`config.mk`:
```
export PLATFORM = sky130hd
export DESIGN_NAME = arp_rx_parser
export DESIGN_NICKNAME = d
export VERILOG_FILES = /design/src/rtl/arp_rx_parser.sv
export SDC_FILE = /design/constraint.sdc
export NUM_CORES = 1
export LEC_CHECK = 0
export CAP_MARGIN = 20
export CORE_AREA = 2 2 160 162
export DETAILED_ROUTE_END_ITERATION = 8
export DIE_AREA = 0 0 162 164
export GPL_TIMING_DRIVEN = 0
export PLACE_DENSITY = 0.78
export REMOVE_ABC_BUFFERS = 1
export SLEW_MARGIN = 20
export SYNTH_ARGS = -nofsm -noshare
export SYNTH_HDL_FRONTEND = slang
export SYNTH_SLANG_ARGS = --single-unit
```
`constraint.sdc`:
```
create_clock -name clk -period 3.9 [get_ports clk]
set_input_delay 1.17 -clock clk [delete_from_list [all_inputs] [get_ports clk]]
set_output_delay 1.17 -clock clk [all_outputs]
set_load 0.05 [all_outputs]
```
`src/rtl/arp_rx_parser.sv`:
```
// ARP receive parser: walks an Ethernet/ARP frame byte by byte and
// publishes the opcode and addresses of each well-formed packet.
module arp_rx_parser #(
    parameter int CHECK_HDR = 1
) (
    input  logic        clk,
    input  logic        areset,
    input  logic        rx_valid,
    input  logic [7:0]  rx_data,
    output logic [15:0] arp_op,
    output logic [47:0] sha,
    output logic [31:0] spa,
    output logic [47:0] tha,
    output logic [31:0] tpa,
    output logic        pkt_done,
    output logic        pkt_err,
    output logic        busy
);

    typedef enum logic [3:0] {
        IDLE, ETH_DEST_ADDR, ETH_SRC_ADDR, FRAME_TYPE, HW_TYPE,
        PROT_TYPE, HW_LEN, PROT_LEN, ARP_OP, ARP_SRC_ADDR,
        ARP_SRC_IP, ARP_DEST_ADDR, ARP_DEST_IP, END, DROP
    } state_t;

    state_t      state, state_n;
    logic [2:0]  blk_cnt, cnt_n;
    logic [2:0]  field_len;
    logic [7:0]  prev_sh;
    logic [15:0] op_sh;
    logic [47:0] sha_sh, tha_sh;
    logic [31:0] spa_sh, tpa_sh;
    logic [15:0] hword;
    logic        hdr_ok, last, done_n, err_n;

    assign busy  = (state != IDLE);
    assign hword = {prev_sh, rx_data};
    assign last  = (blk_cnt == field_len - 3'd1);

    always_comb begin
        field_len = 3'd1;
        unique case (state)
            ETH_DEST_ADDR, ETH_SRC_ADDR,
            ARP_SRC_ADDR, ARP_DEST_ADDR: field_len = 3'd6;
            FRAME_TYPE, HW_TYPE,
            PROT_TYPE, ARP_OP:           field_len = 3'd2;
            ARP_SRC_IP, ARP_DEST_IP:     field_len = 3'd4;
            default:                     field_len = 3'd1;
        endcase
    end

    // Two-byte fields are judged on the previous byte plus the current one
    always_comb begin
        hdr_ok = 1'b1;
        unique case (state)
            FRAME_TYPE: hdr_ok = (hword == 16'h0806);
            HW_TYPE:    hdr_ok = (hword == 16'h0001);
            PROT_TYPE:  hdr_ok = (hword == 16'h0800);
            HW_LEN:     hdr_ok = (rx_data == 8'h06);
            PROT_LEN:   hdr_ok = (rx_data == 8'h04);
            ARP_OP:     hdr_ok = (hword == 16'h0001) ||
                                 (hword == 16'h0002);
            default:    hdr_ok = 1'b1;
        endcase
    end

    always_comb begin
        state_n = state;
        cnt_n   = blk_cnt;
        done_n  = 1'b0;
        err_n   = 1'b0;
        unique case (state)
            IDLE: begin
                if (rx_valid) begin
                    state_n = ETH_DEST_ADDR;
                    cnt_n   = 3'd1;
                end
            end
            END, DROP: begin
                if (!rx_valid) begin
                    state_n = IDLE;
                    cnt_n   = 3'd0;
                end
            end
            default: begin
                if (!rx_valid) begin
                    state_n = IDLE;
                    cnt_n   = 3'd0;
                    err_n   = 1'b1;
                end else if (last) begin
                    cnt_n = 3'd0;
                    if ((CHECK_HDR != 0) && !hdr_ok) begin
                        state_n = DROP;
                        err_n   = 1'b1;
                    end else begin
                        state_n = state_t'(state + 4'd1);
                        done_n  = (state == ARP_DEST_IP);
                    end
                end else begin
                    cnt_n = blk_cnt + 3'd1;
                end
            end
        endcase
    end

    always_ff @(posedge clk) begin
        if (areset) begin
            state    <= IDLE;
            blk_cnt  <= 3'd0;
            pkt_done <= 1'b0;
            pkt_err  <= 1'b0;
            prev_sh  <= '0;
            op_sh    <= '0;
            sha_sh   <= '0;
            spa_sh   <= '0;
            tha_sh   <= '0;
            tpa_sh   <= '0;
            arp_op   <= '0;
            sha      <= '0;
            spa      <= '0;
            tha      <= '0;
            tpa      <= '0;
        end else begin
            state    <= state_n;
            blk_cnt  <= cnt_n;
            pkt_done <= done_n;
            pkt_err  <= err_n;
            if (rx_valid) begin
                prev_sh <= rx_data;
                unique case (state)
                    ARP_OP:        op_sh  <= {op_sh[7:0], rx_data};
                    ARP_SRC_ADDR:  sha_sh <= {sha_sh[39:0], rx_data};
                    ARP_SRC_IP:    spa_sh <= {spa_sh[23:0], rx_data};
                    ARP_DEST_ADDR: tha_sh <= {tha_sh[39:0], rx_data};
                    ARP_DEST_IP:   tpa_sh <= {tpa_sh[23:0], rx_data};
                    default: ;
                endcase
            end
            // Final tpa byte is still on the bus, so splice it in directly
            if (done_n) begin
                arp_op <= op_sh;
                sha    <= sha_sh;
                spa    <= spa_sh;
                tha    <= tha_sh;
                tpa    <= {tpa_sh[23:0], rx_data};
            end
        end
    end

endmodule

```
==> summary.md, run 1 <==
| Metric | Value |
|---|---|
| Worst Hold Launch | sha[42] |
| Drt drc | 0 |
| Compound-Gate Fraction of Synth Area | 15.8% |
| Vias | 11200 |
| Initial DRT Pass Iterations | 8 |
| Initial antenna violation count | 0 |
| Reg-to-reg setup timing slack | roughly 0.80 ns |
| Achievable Freq | 0.272 GHz |
| Global Route Usage Sum | 22.5% |
| RSZ-0062 raised after global routing | no |
| Post-Synth Adder-Cell Area | 0.665% |
| Post-synth EDFFs | 0 |
| Clock slew at reported path FFs | about 0.060 ns |
| CP Class | primary input to register |
| Yosys warning count | 0 |
| Final setup viols | 0 |
| Final wirelength | 30.7 mm |
| Final worst path period share | 94.2% |
| CORE AREA | roughly 25000 um2 |
| Slew HR | 32.0% |
| Count of input and output buffers | 189 |
| Crit path capture | tha[33] |
| Path length in cells of the critical path | 7 |
| Die Area | 26600 um2 |
| Synthesized cell area | between 10000 and 15000 um2 |
| Critical Path Sink Type | register |
| Met2 usage | 38.0% |
| Post-synthesis sequential area ratio | 55.3% |
| Hold buffer count at CTS | 0 |
| Area delta synth->final | 24.9% |
| Status | finished clean |
| WP data arrival | about 4.1 ns |
| Worst-case clock skew | 0.0138 ns |
| Critical path, cell by cell | clkdlybuf4s15_2 > nand2_1 > nor2_4 > and3_4 > buf_16 > nand2_1 > a21oi_1 |
| Routability cong. | just over 0.8 |
| Clk root buf | clkbuf_16 |
| Row cnt | 58 |
| Drt first-iter violations | 1064 |
| NumNets Final | 1804 |
| Synth Area in Simple Gates | 22.8% |
| Hold WS | 0.447 ns |
| Clk buf depth | 3 |
| GRT overflow | 0 |
| Met1 Usage GRT | 29.8% |
| Max Cap Viol | 0 |
| Worst R2R Path Depth | 6 |
| Main synth FF type | dfxtp_1 |
| Post-route cell area | 16500 um2 |
| Multiplexer share of the synthesized area | 0.769% |
| CP max stage delay | around 0.69 ns |
| Async SR Flop Fraction | 0% |
| Clock latency on the worst-skew pair | 0.50 ns |
| Measured slew at the worst slew-check pin | 1.02 ns |
| Number of synthesized register bits | ~360 |
| Reg-to-Reg Start | state[3] |
| Leakage power | between 5 and 6 nW |
| CP top delay family | simple AND/OR/NAND/NOR gates |
| Worst path slowest cell | and3_4 |
| Die W | 162 um |
| Starting density of the core | 53.1% |
| Req. time, crit path | 4.32 ns |
| First-pass GRT wire length | 49.8 mm |
| Pwr Density | 453 nW/um2 |
| CTS tree | yes |
| DR WL/cell | 14.4 um |
| H-tree depth | 2 |
| CTS Buf Count | 37 |
| Number of buffers and inverters on the critical path | 2 |
| Syn Area/Cell | 7.87 um2 |
| Critical-path maximum fanout | 64 |
| Global routing usage on met3 | 3.74% |
| Reg2reg end | tha[33] |
| Number of global-route vias before repair | 10300 |
| Post-DP HPWL | 18.5 mm |
| Startpoint types | primary input |
| Placed inst area | 15300 um2 |
| Largest family of logic cells by synthesized area | simple AND/OR/NAND/NOR gates |
| Fill count | 2087 |
| Final hold viol count | 0 |
| Post-layout minimum cycle time | between 3 and 4 ns |
| GR peak layer | met2 |
| Xor and xnor area share after synthesis | less than 1% |
| CTS sink cnt | between 300 and 400 |
| Ports | 190 |
| Final Max Slew Viols | 0 |
| Antenna Nets Post-Route | 0 |
| Crit path top cell by count | nand2_1 |
| Via density | 5.24 |
| Die Height | about 160 um |
| Layout cell share with drive strength beyond 1 | 5.14% |
| Post-Synthesis Cells | 1674 |
| Hold crit path type | register to register |
| VDD IR-drop max | 0.367 mV |
| Synth unique cells | between 60 and 70 |
| Worst Setup SP | rx_valid |
| N_diodes | 0 |
| Largest net degree at the start of global routing | 135 |
[power by group]
group | internal [mW] | switching [mW] | total, mW
registers | 3.73 | 0.00878 | 3.74
clock network | 2.08 | 1.39 | 3.47
logic | 0.0742 | 0.178 | 0.252
total | 5.88 | 1.58 | 7.46
[cell usage after synthesis (3+ instances only)]
cell type	instances	area (um2)
a21oi_1	352	1760
and2_1	4	25.0
buf_1	10	37.5
buf_2	30	150
clkbuf_1	87	327
dfxtp_1	364	7290
ha_1	7	87.6
inv_1	8	30.0
mux2i_1	9	90.1
nand2_1	700	2630
nand3_1	8	40.0
nor2_1	25	93.8
nor2b_1	3	18.8
nor3_1	4	20.0
o211ai_1	4	30.0
o21ai_0	4	20.0
or2_2	3	18.8
xnor2_1	3	26.3
[metal layers]
layer,up-vias,part of all wire [%]
met5,-,0
met4,0,2.6
met3,57,4.9
met2,268,49
met1,5239,44
li1,5646,-
[cell usage in the layout (no fill, tap or decap), drive strengths merged, types with 2 or more instances in the layout]
| cell type | Yosys | routed |
|---|---|---|
| nor3b | 2 | 2 |
| bufinv | 0 | 3 |
| ha | 7 | 7 |
| o21ai | 6 | 6 |
| a21oi | 354 | 354 |
| nor2b | 3 | 3 |
| dfxtp | 364 | 364 |
| nor4 | 2 | 2 |
| and2 | 4 | 4 |
| or3 | 2 | 2 |
| a211oi | 3 | 3 |
| or2 | 3 | 3 |
| clkbuf | 87 | 54 |
| o211ai | 5 | 5 |
| nor3 | 6 | 6 |
| nand3b | 2 | 2 |
| and3 | 2 | 2 |
| xnor2 | 3 | 3 |
| nand2 | 700 | 700 |
| nand3 | 8 | 8 |
| o32ai | 2 | 2 |
| inv | 10 | 11 |
| clkdlybuf4s50 | 0 | 186 |
| clkinv | 0 | 4 |
| nand2b | 2 | 2 |
| mux2i | 9 | 9 |
| buf | 40 | 12 |
| nor2 | 26 | 26 |
[repair_timing]
item	CTS	global route
gates resized for setup	4	1
setup endpoints to repair	183	1
gates cloned	0	0
buffers inserted	0	0
[worst register-to-register path, cell delays in order (launching register included)]
cell,delay (ns)
dfxtp_1,0.67
nand2_1,0.35
nor2_4,0.62
and3_4,0.70
buf_16,0.36
nand2_1,0.14
a21oi_1,0.18
[logic make-up (layout without fill, tap and decap cells)]
family / after synthesis / in the layout
buffers and inverters: 137 / 273
muxes: 10 / 10
DFF: 364 / 364
AOI/OAI and AO/OA: 387 / 387
xor gates and xnor gates: 5 / 5
adders and majority gates: 7 / 7
and+or+nand+nor: 764 / 764
[state kept, by name, indices dropped and copies added, names as in the netlist]
signal	cells
sha_sh	48
prev_sh	8
pkt_done	1
arp_op	16
field_len	3
tha	48
tpa	32
blk_cnt	3
op_sh	16
spa_sh	32
spa	32
tha_sh	48
sha	48
pkt_err	1
tpa_sh	24
state	4
[through the flow]
step / setup slack [ns] / TNS (ns) / std cells / utilization [%] / power, mW
final: 0.225 / 0 / 2140 / 66.3 / 7.46
after floorplan: -1.78 / -313.93 / 1547 / - / 3.94
after global routing: 0.0258 / 0 / 2140 / 66.3 / 7.71
after CTS: 0.108 / 0 / 2139 / 66.3 / 7.52
after global placement: -9.04 / -2524.97 / 2066 / 60.3 / 4.06
after detailed placement: -1.29 / -238.12 / 2076 / 61.5 / 4.07
[worst min-delay path by stage]
stage / endpoint / slack [ns] / cells past startpoint
global route: sha[45] / 0.46 / 2
global placement: sha[44] / 0.44 / 2
detailed placement: tpa[6] / 0.44 / 2
floorplan: arp_op[10] / 0.43 / 2
finish: sha[42] / 0.45 / 2
CTS: tpa[6] / 0.45 / 2
[layout make-up]
| type | count | area (um2) | share of cell area, % |
|---|---|---|---|
| Clock inverter | 9 | 126 | 0.768 |
| Tap cell | 330 | 413 | 2.51 |
| Clock buffer | 54 | 1060 | 6.44 |
| Inverter | 10 | 37.5 | 0.228 |
| Timing Repair Buffer | 200 | 2160 | 13.1 |
| Multi-Input combinational cell | 1173 | 5380 | 32.6 |
| Sequential cell | 364 | 7290 | 44.3 |
Power figures use the tool's default switching activity.
==> run 2, diff against run 1 <==
--- a/config.mk
+++ b/config.mk
@@ -11,8 +11,9 @@
 export DIE_AREA = 0 0 162 164
 export GPL_TIMING_DRIVEN = 0
 export PLACE_DENSITY = 0.78
+export RECOVER_POWER = 100
 export REMOVE_ABC_BUFFERS = 1
-export SLEW_MARGIN = 20
+export SLEW_MARGIN = 10
 export SYNTH_ARGS = -nofsm -noshare
 export SYNTH_HDL_FRONTEND = slang
 export SYNTH_SLANG_ARGS = --single-unit
==> run 2 against run 1 <==
  * Routed wire length increased by 2.4%
  * The flow now finishes with violations (capacitance limit, slew limit)
  * Worst hold slack got worse by 0.0041 ns
  * Combinational power about the same
  * Register-to-register slack got worse by 0.15 ns
  * Sequential power barely moved
  * Maximum frequency shrank 0.21%
  * Highest routed layer unchanged
  * Critical path type unchanged
  * Via count rose by 0.37%
  * Power down 2.0%
  * Sequential share of layout area is 0.26 points higher
  * Die area unchanged
  * Critical path depth rose by 4
  * Clock power fell by 4%
==> summary.md, run 2 (same netlist as run 1, synthesis figures left out) <==
| Metric | Value |
|---|---|
| RSZ-0062 raised after global routing | no |
| Metal-1 WL | roughly 14 mm |
| Ports | 190 |
| Die Height | ~160 um |
| H-tree depth | 2 |
| Count of input and output buffers | 189 |
| Post-Layout Cell Count | around 2100 |
| Drt first-iter violations | 992 |
| Number of global-route vias before repair | 10600 |
| Max Cap Viol | 1 |
| Failing checks | capacitance limit, slew limit |
| Layout cell share with drive strength beyond 1 | 4.80% |
| # placed instances | 2075 |
| Critical path, cell by cell | dlygate4sd3_1 > and2_1 > mux2i_1 > o31ai_2 > nand3b_1 > a32oi_1 > nor2_1 > inv_1 > ha_1 > o211ai_1 > o211ai_2 |
| N_diodes | 0 |
| Antenna Nets Post-Route | 0 |
| CP Class | primary input to register |
| Critical-path maximum fanout | 11 |
| Commonest non-fill, non-tap cell in the layout | nand2_1 |
| Met3 wire length | 1.55 mm |
| Clock latency on the worst-skew pair | 0.51 ns |
| CTS tree | yes |
| Largest net degree at the start of global routing | 137 |
| Final worst path period share | 94.4% |
| Global Route Usage Sum | 23.0% |
| Multi-input combinational cell area | 5380 um2 |
| GRT overflow | 0 |
| Initial DRT Pass Iterations | 7 |
| Status | finished, violations left |
| Achievable Freq | 0.272 GHz |
| Tot Pwr | 7.31 mW |
| Startpoint types | primary input |
| Leakage power | 5.94 nW |
| CTS sink cnt | 364 |
| DR WL/cell | 14.7 um |
| Via density | 5.25 |
| Post-DP HPWL | 18.6 mm |
| Starting density of the core | 53.1% |
| Post-route cell area | approximately 16000 um2 |
| Max layer used | met4 |
| Placed inst area | 15200 um2 |
| Final Util | 65.9% |
| WP data arrival | approximately 4.1 ns |
| Die W | 162 um |
| Most frequent cells in the layout | 699 x nand2_1, 364 x dfxtp_1, 352 x a21oi_1 |
| Fill count | 2109 |
| Final Max Slew Viols | 49 |
| VDD IR-drop max | 0.365 mV |
| Final hold viol count | 0 |
| Clk buf depth | 3 |
| Vias | 11300 |
| Post-layout minimum cycle time | ~3.7 ns |
| Critical Path Sink Type | register |
| Final wirelength | ~31 mm |
| First-pass GRT wire length | 50.6 mm |
| Initial antenna violation count | 0 |
| Clk root buf | clkbuf_16 |
| Register area | 7290 um2 |
| CORE AREA | between 20000 and 25000 um2 |
| Routability cong. | 0.816 |
| Pwr Density | 447 nW/um2 |
| CTS Buf Count | 37 |
| Row cnt | 58 |
| Hold crit path type | register to register |
| Slew HR | -16.1% |
| Clock slew at reported path FFs | 0.06 ns |
| WL met2 | between 15 and 20 mm |
| Final setup viols | 0 |
| Req. time, crit path | roughly 4.3 ns |
| Worst path slowest cell | dlygate4sd3_1 |
| Area delta synth->final | 24.2% |
| Worst-case clock skew | 0.0143 ns |
| Drt drc | 0 |
| CP max stage delay | 1.02 ns |
| Die Area | 26600 um2 |
| NumNets Final | 1808 |
| Measured slew at the worst slew-check pin | around 1.7 ns |
==> run 2: per-stage QoR <==
step            TNS, ns  setup slack, ns  hold slack, ns
5_1_grt               0           0.0851           0.461
3_3_place_gp   -2524.97            -9.04           0.438
2_1_floorplan   -313.93            -1.78           0.431
4_1_cts               0            0.135           0.451
6_report              0            0.217           0.443
3_5_place_dp    -275.37            -1.53           0.443
==> run 2: critical path: cells and delay by family <==
family          cells  cell delay (ns)
compound gates      4             0.99
fa+ha+maj           1             0.22
buf+inv             2             1.10
mux                 1             0.09
simple gates        3             0.47
==> run 2: final cells by class <==
type	instances	area share (%)
Clock buffer	55	6.50
Multi-Input combinational cell	1175	32.9
Inverter	10	0.229
Timing Repair Buffer	202	13.0
Tap cell	330	2.52
Clock inverter	6	0.382
Sequential cell	364	44.5
==> run 2: path summary, 6_finish.rpt <==
kind | startpoint | end | slack, ns | depth (start not counted)
hold / removal | tpa[3] | tpa[3] | 0.44 | 2
hold reg to reg | tpa[3] | tpa[3] | 0.44 | 2
setup / recovery | rx_data[2] | field_len[2] | 0.22 | 11
setup reg to reg | state[1] | tha[42] | 0.65 | 8
==> run 2: power by group <==
group / total [mW] / switching (mW) / internal (mW)
Combinational: 0.255 / 0.184 / 0.0710
Sequential: 3.74 / 0.00922 / 3.73
Clock: 3.32 / 1.37 / 1.94
Total: 7.31 / 1.56 / 5.75
==> run 2: repair_timing <==
action | CTS | global route
buffers inserted | 0 | 0
gates cloned | 1 | 1
endpoints found under the setup margin | 184 | 24
pin swaps | 1 | 1
gates resized for setup | 4 | 2
hold buffers | 0 | 0
==> run 2: metal layers <==
| metal | GRT usage [%] | vias up |
|---|---|---|
| li1 | - | 5654 |
| met1 | 29.8 | 5247 |
| met2 | 38.8 | 282 |
| met3 | 3.94 | 69 |
| met4 | 8.41 | 0 |
| met5 | 0 | - |
==> edit 1, RTL diff (config.mk and constraints of run 1) <==
The output `pkt_done` loses its register stage (`pkt_done` becomes a continuous assignment).
--- a/src/rtl/arp_rx_parser.sv
+++ b/src/rtl/arp_rx_parser.sv
@@ -109,3 +109,2 @@
             blk_cnt  <= 3'd0;
-            pkt_done <= 1'b0;
             pkt_err  <= 1'b0;
@@ -125,3 +124,2 @@
             blk_cnt  <= cnt_n;
-            pkt_done <= done_n;
             pkt_err  <= err_n;
@@ -149,2 +147,4 @@
 
+    assign pkt_done = done_n;
+
 endmodule
Formal check against the unedited RTL: no difference found for any inputs over 4 cycles, from zero or initial values and one cycle with areset high; that may be too few to reach the edited logic, so the function may still have changed.
==> edit 1 against run 1 <==
Sequential cell count is 1 lower; final area up 0.55%; synthesized cell count is 1.0% lower; synthesized area fell by 0.21%; clock power fell by 3%; count of clock-buffer cells in the layout increased by 1; wire length down 0.48%; non-clock buffer count increased by 13; power about the same; sequential power about the same; clock skew increased by 0.0083 ns; via count fell by 1.6%; worst setup slack lost 0.10 ns; critical path type is now input pin to output port; largest power group unchanged; highest routed layer unchanged.
==> edit 1: results (changes against run 1) <==
synth_mux_area_share_pct: 0.6851  # -0.084 points
synthDistinctLibCells: 57  # -6.6%
r2r-end: "field_len[2]"
drtPass1Iterations: 5  # -3
gp_congestion: 0.8551  # +4.8%
synth_area_per_cell_sq_um: 7.935  # +0.81%
grt_pass1_vias: 10405  # +1.4%
pre_cts_ws_ns: -1.593  # -0.2998 ns
synth_compound_area_share_pct: 15.69  # -0.13 points
p_switching_mw: 1.647  # +4.6%
yosysWarnings: 0  # unchanged
synth_area_leaders: "dfxtp_1 55%, nand2_1 20%, a21oi_1 13%"
grt_pass1_wl_um: 50260  # +0.83%
async_flop_share_pct: 0  # unchanged
crit_family: "buffers and inverters"
dp_cells: 2073  # -0.14%
dp.final_hpwl_um: 18770  # +1.3%
p_total_mw: 7.456  # about the same
r2r_slack_ns: 0.82  # +0.02 ns
slew_headroom_pct: 26.11  # -5.9 points
drive_gt1_share_pct: 6.357  # +1.2 points
cts_resized: 7  # +3
finalMaxSlewViolations: 0  # unchanged
worstSkewPairLatency_ns: 0.52  # +0.02 ns
postCtsSetupBuffers: 1  # +1
synth_flop_cell: "dfxtp_1"
hold_depth: 2  # unchanged
cp_max_fo: 17  # -73%
crit_arrival_ns: 2.61  # -1.49 ns
ir_drop_mv: 0.3219  # -12%
dpl_cell_area_sq_um: 15360  # +0.71%
combPwrFrac_pct: 4.4  # +1.0 points
hp-start: "sha[46]"
grtUsageTotal_pct: 22.65  # +0.14 points
fill_cells: 2055  # -1.5%
power_density_nw_per_um2: 450.4  # -0.60%
synthXorXnorAreaFrac_pct: 0.6280  # +0.18 points
p_clk_mw: 3.38  # -3%
whs_endpoint: "sha[46]"
wl_per_cell_um: 14.30  # -0.44%
yosys-top-cells-count: "700 x nand2_1, 363 x dfxtp_1, 351 x a21oi_1"
drt-initial-drc-count: 905  # -15%
nNetsFinal: 1802  # -0.11%
holdWs_ns: 0.4463  # -0.001098 ns
seq_area_frac_synth_pct: 55.27  # about the same
grt_start_max_net_pins: 106  # -21%
synth_top_family_by_area: "simple AND/OR/NAND/NOR gates"
r2r_start: "state[0]"
numPortBuffers: 189  # unchanged
synthAdderAreaFrac_pct: 0.6661  # +0.0014 points
p_leak_nw: 5.432  # +1.5%
slowest_stage: "clkdlybuf4s18_2"
status: "finished clean"
rr_worst_depth: 12  # +6
vias_per_cell: 5.156  # -1.6%
skew_ns: 0.02212  # +0.008275 ns
crit_path_max_incr_delay_ns: 0.49  # -0.20 ns
num_vias: 11029  # -1.6%
==> edit 1: worst max path at each step <==
stage,slack (ns),startpoint,depth (start not counted),to
2_1_floorplan,-3.38,rx_valid,4,arp_op[0]
3_3_place_gp,-9.08,rx_valid,5,tpa[22]
3_5_place_dp,-1.59,rx_valid,4,pkt_done
4_1_cts,0.11,state[1],6,pkt_done
5_1_grt,0.001,state[0],5,busy
6_report,0.12,rx_valid,4,pkt_done
==> edit 1: layer usage <==
layer  wire length [um]  vias to the layer above  global-route usage (%)
met5                  0                        -                       0
met4                662                        0                   6.677
met3               1563                       55                   4.394
met2              14700                      258                   38.53
met1              13660                     5103                   29.39
li1                   -                     5613                       -
==> edit 1: final cells by class <==
type,count,share of cell area (%)
sequential,363,43.90
multi-input combinational,1158,32.21
timing repair buffer,213,14.09
clock buffer,55,6.727
tap,330,2.494
clock inverter,9,0.3326
inverter,11,0.2494
==> edit 2, RTL diff (config.mk and constraints of run 1) <==
Without the edit above. Register the output `tpa` once more, with the module's reset; this adds one clock of latency there. The other outputs are not delayed to match.
--- a/src/rtl/arp_rx_parser.sv
+++ b/src/rtl/arp_rx_parser.sv
@@ -24,2 +24,4 @@
     } state_t;
+
+    logic [31:0] tpa_s0;
 
@@ -121,3 +123,3 @@
             tha      <= '0;
-            tpa      <= '0;
+            tpa_s0   <= '0;
         end else begin
@@ -144,4 +146,12 @@
                 tha    <= tha_sh;
-                tpa    <= {tpa_sh[23:0], rx_data};
+                tpa_s0 <= {tpa_sh[23:0], rx_data};
             end
+        end
+    end
+
+    always_ff @(posedge clk) begin
+        if (areset) begin
+            tpa <= '0;
+        end else begin
+            tpa <= tpa_s0;
         end
Behaviour: no difference found for any inputs over 4 cycles, from zero or initial values and one cycle with areset high; that may be too few to reach the edited logic, so the function may still have changed.
==> edit 2 against run 1 <==
Wire length grew 1.9%; sequential cell count up 32; critical path depth up 2; non-clock buffer count rose by 2; clock power rose by 4%; synthesized area grew 6.2%; power rose by 6.4%; worst setup slack worse by 0.058 ns; final area grew 5.1%; largest power group unchanged.
==> edit 2: results (changes against run 1) <==
crit_path_max_incr_delay_ns: 0.84  # +0.15 ns
grtUsageTotal_pct: 22.68  # +0.18 points
drtPass1Iterations: 5  # -3
holdWs_ns: 0.4477  # +0.0003770 ns
cts-buffers-inserted: 39  # +5.4%
postSynthCellCount: 1672  # -0.12%
p_leak_nw: 5.763  # +7.7%
r2r_start: "state[1]"
dpl_cell_area_sq_um: 16040  # +5.2%
whs_endpoint: "tha[9]"
multi_input_gates: 1142  # -2.6%
grt_pass1_vias: 10331  # +0.64%
status: "finished clean"
synthAdderAreaFrac_pct: 0.6258  # -0.039 points
synth_mux_area_share_pct: 0.7242  # -0.045 points
synthXorXnorAreaFrac_pct: 0.4202  # -0.026 points
synth_area_per_cell_sq_um: 8.370  # +6.3%
yosys-top-cells-count: "636 x nand2_1, 396 x dfxtp_1, 320 x a21oi_1"
seq_area_frac_synth_pct: 56.65  # +1.3 points
hp-start: "tha[9]"
fmax_mhz: 267.9  # -1.5%
dp_cells: 2078  # +0.096%
tightest_slew_ns: 1.101  # +0.08491 ns
buffers: 202  # +1.0%
ir_drop_mv: 0.3263  # -11%
clock_area_share_pct: 7.135  # -0.070 points
pre_cts_ws_ns: -1.438  # -0.1439 ns
skew_ns: 0.007576  # -0.006265 ns
drive_gt1_share_pct: 5.895  # +0.76 points
slowest_stage: "clkdlybuf4s50_1"
clkSinkCount: 396  # +8.8%
crit_family: "compound AO/OA/AOI/OAI gates"
grt_pass1_wl_um: 50030  # +0.37%
critPathLaunch: "rx_data[0]"
wl_per_cell_um: 14.61  # +1.7%
routed_wl_um: 31330  # +1.9%
utilization_pct: 69.74  # +3.4 points
multi_input_area_share_pct: 31.72  # -0.93 points
cp_max_fo: 10  # -84%
[edit 2: cell count changes after synthesis, moves of 3 or more]
cell,run 1,this run
nand2_1,700,636
a21oi_1,352,320
dfxtp_1,364,396
o22a_1,0,32
nor2b_1,3,33
buf_2,30,13
clkbuf_1,87,93
clkbuf_8,0,5
buf_4,0,3
[edit 2: layer usage]
layer / share of wire, % / GRT usage (%) / routed length, um / up-vias
met3: 4.8 / 3.838 / 1491 / 36
met2: 49 / 38.45 / 15270 / 276
li1: - / - / - / 5701
met1: 45 / 30.04 / 13970 / 5316
met5: 0 / 0 / 0 / -
met4: 1.9 / 6.436 / 607 / 0
[edit 2: where the power goes]
group	total [mW]	switching, mW	leakage (nW)	internal (mW)
Combinational	0.262	0.181	1.96	0.0812
Clock	3.61	1.45	0.609	2.16
Sequential	4.07	0.00980	3.19	4.06
Total	7.94	1.64	5.76	6.30
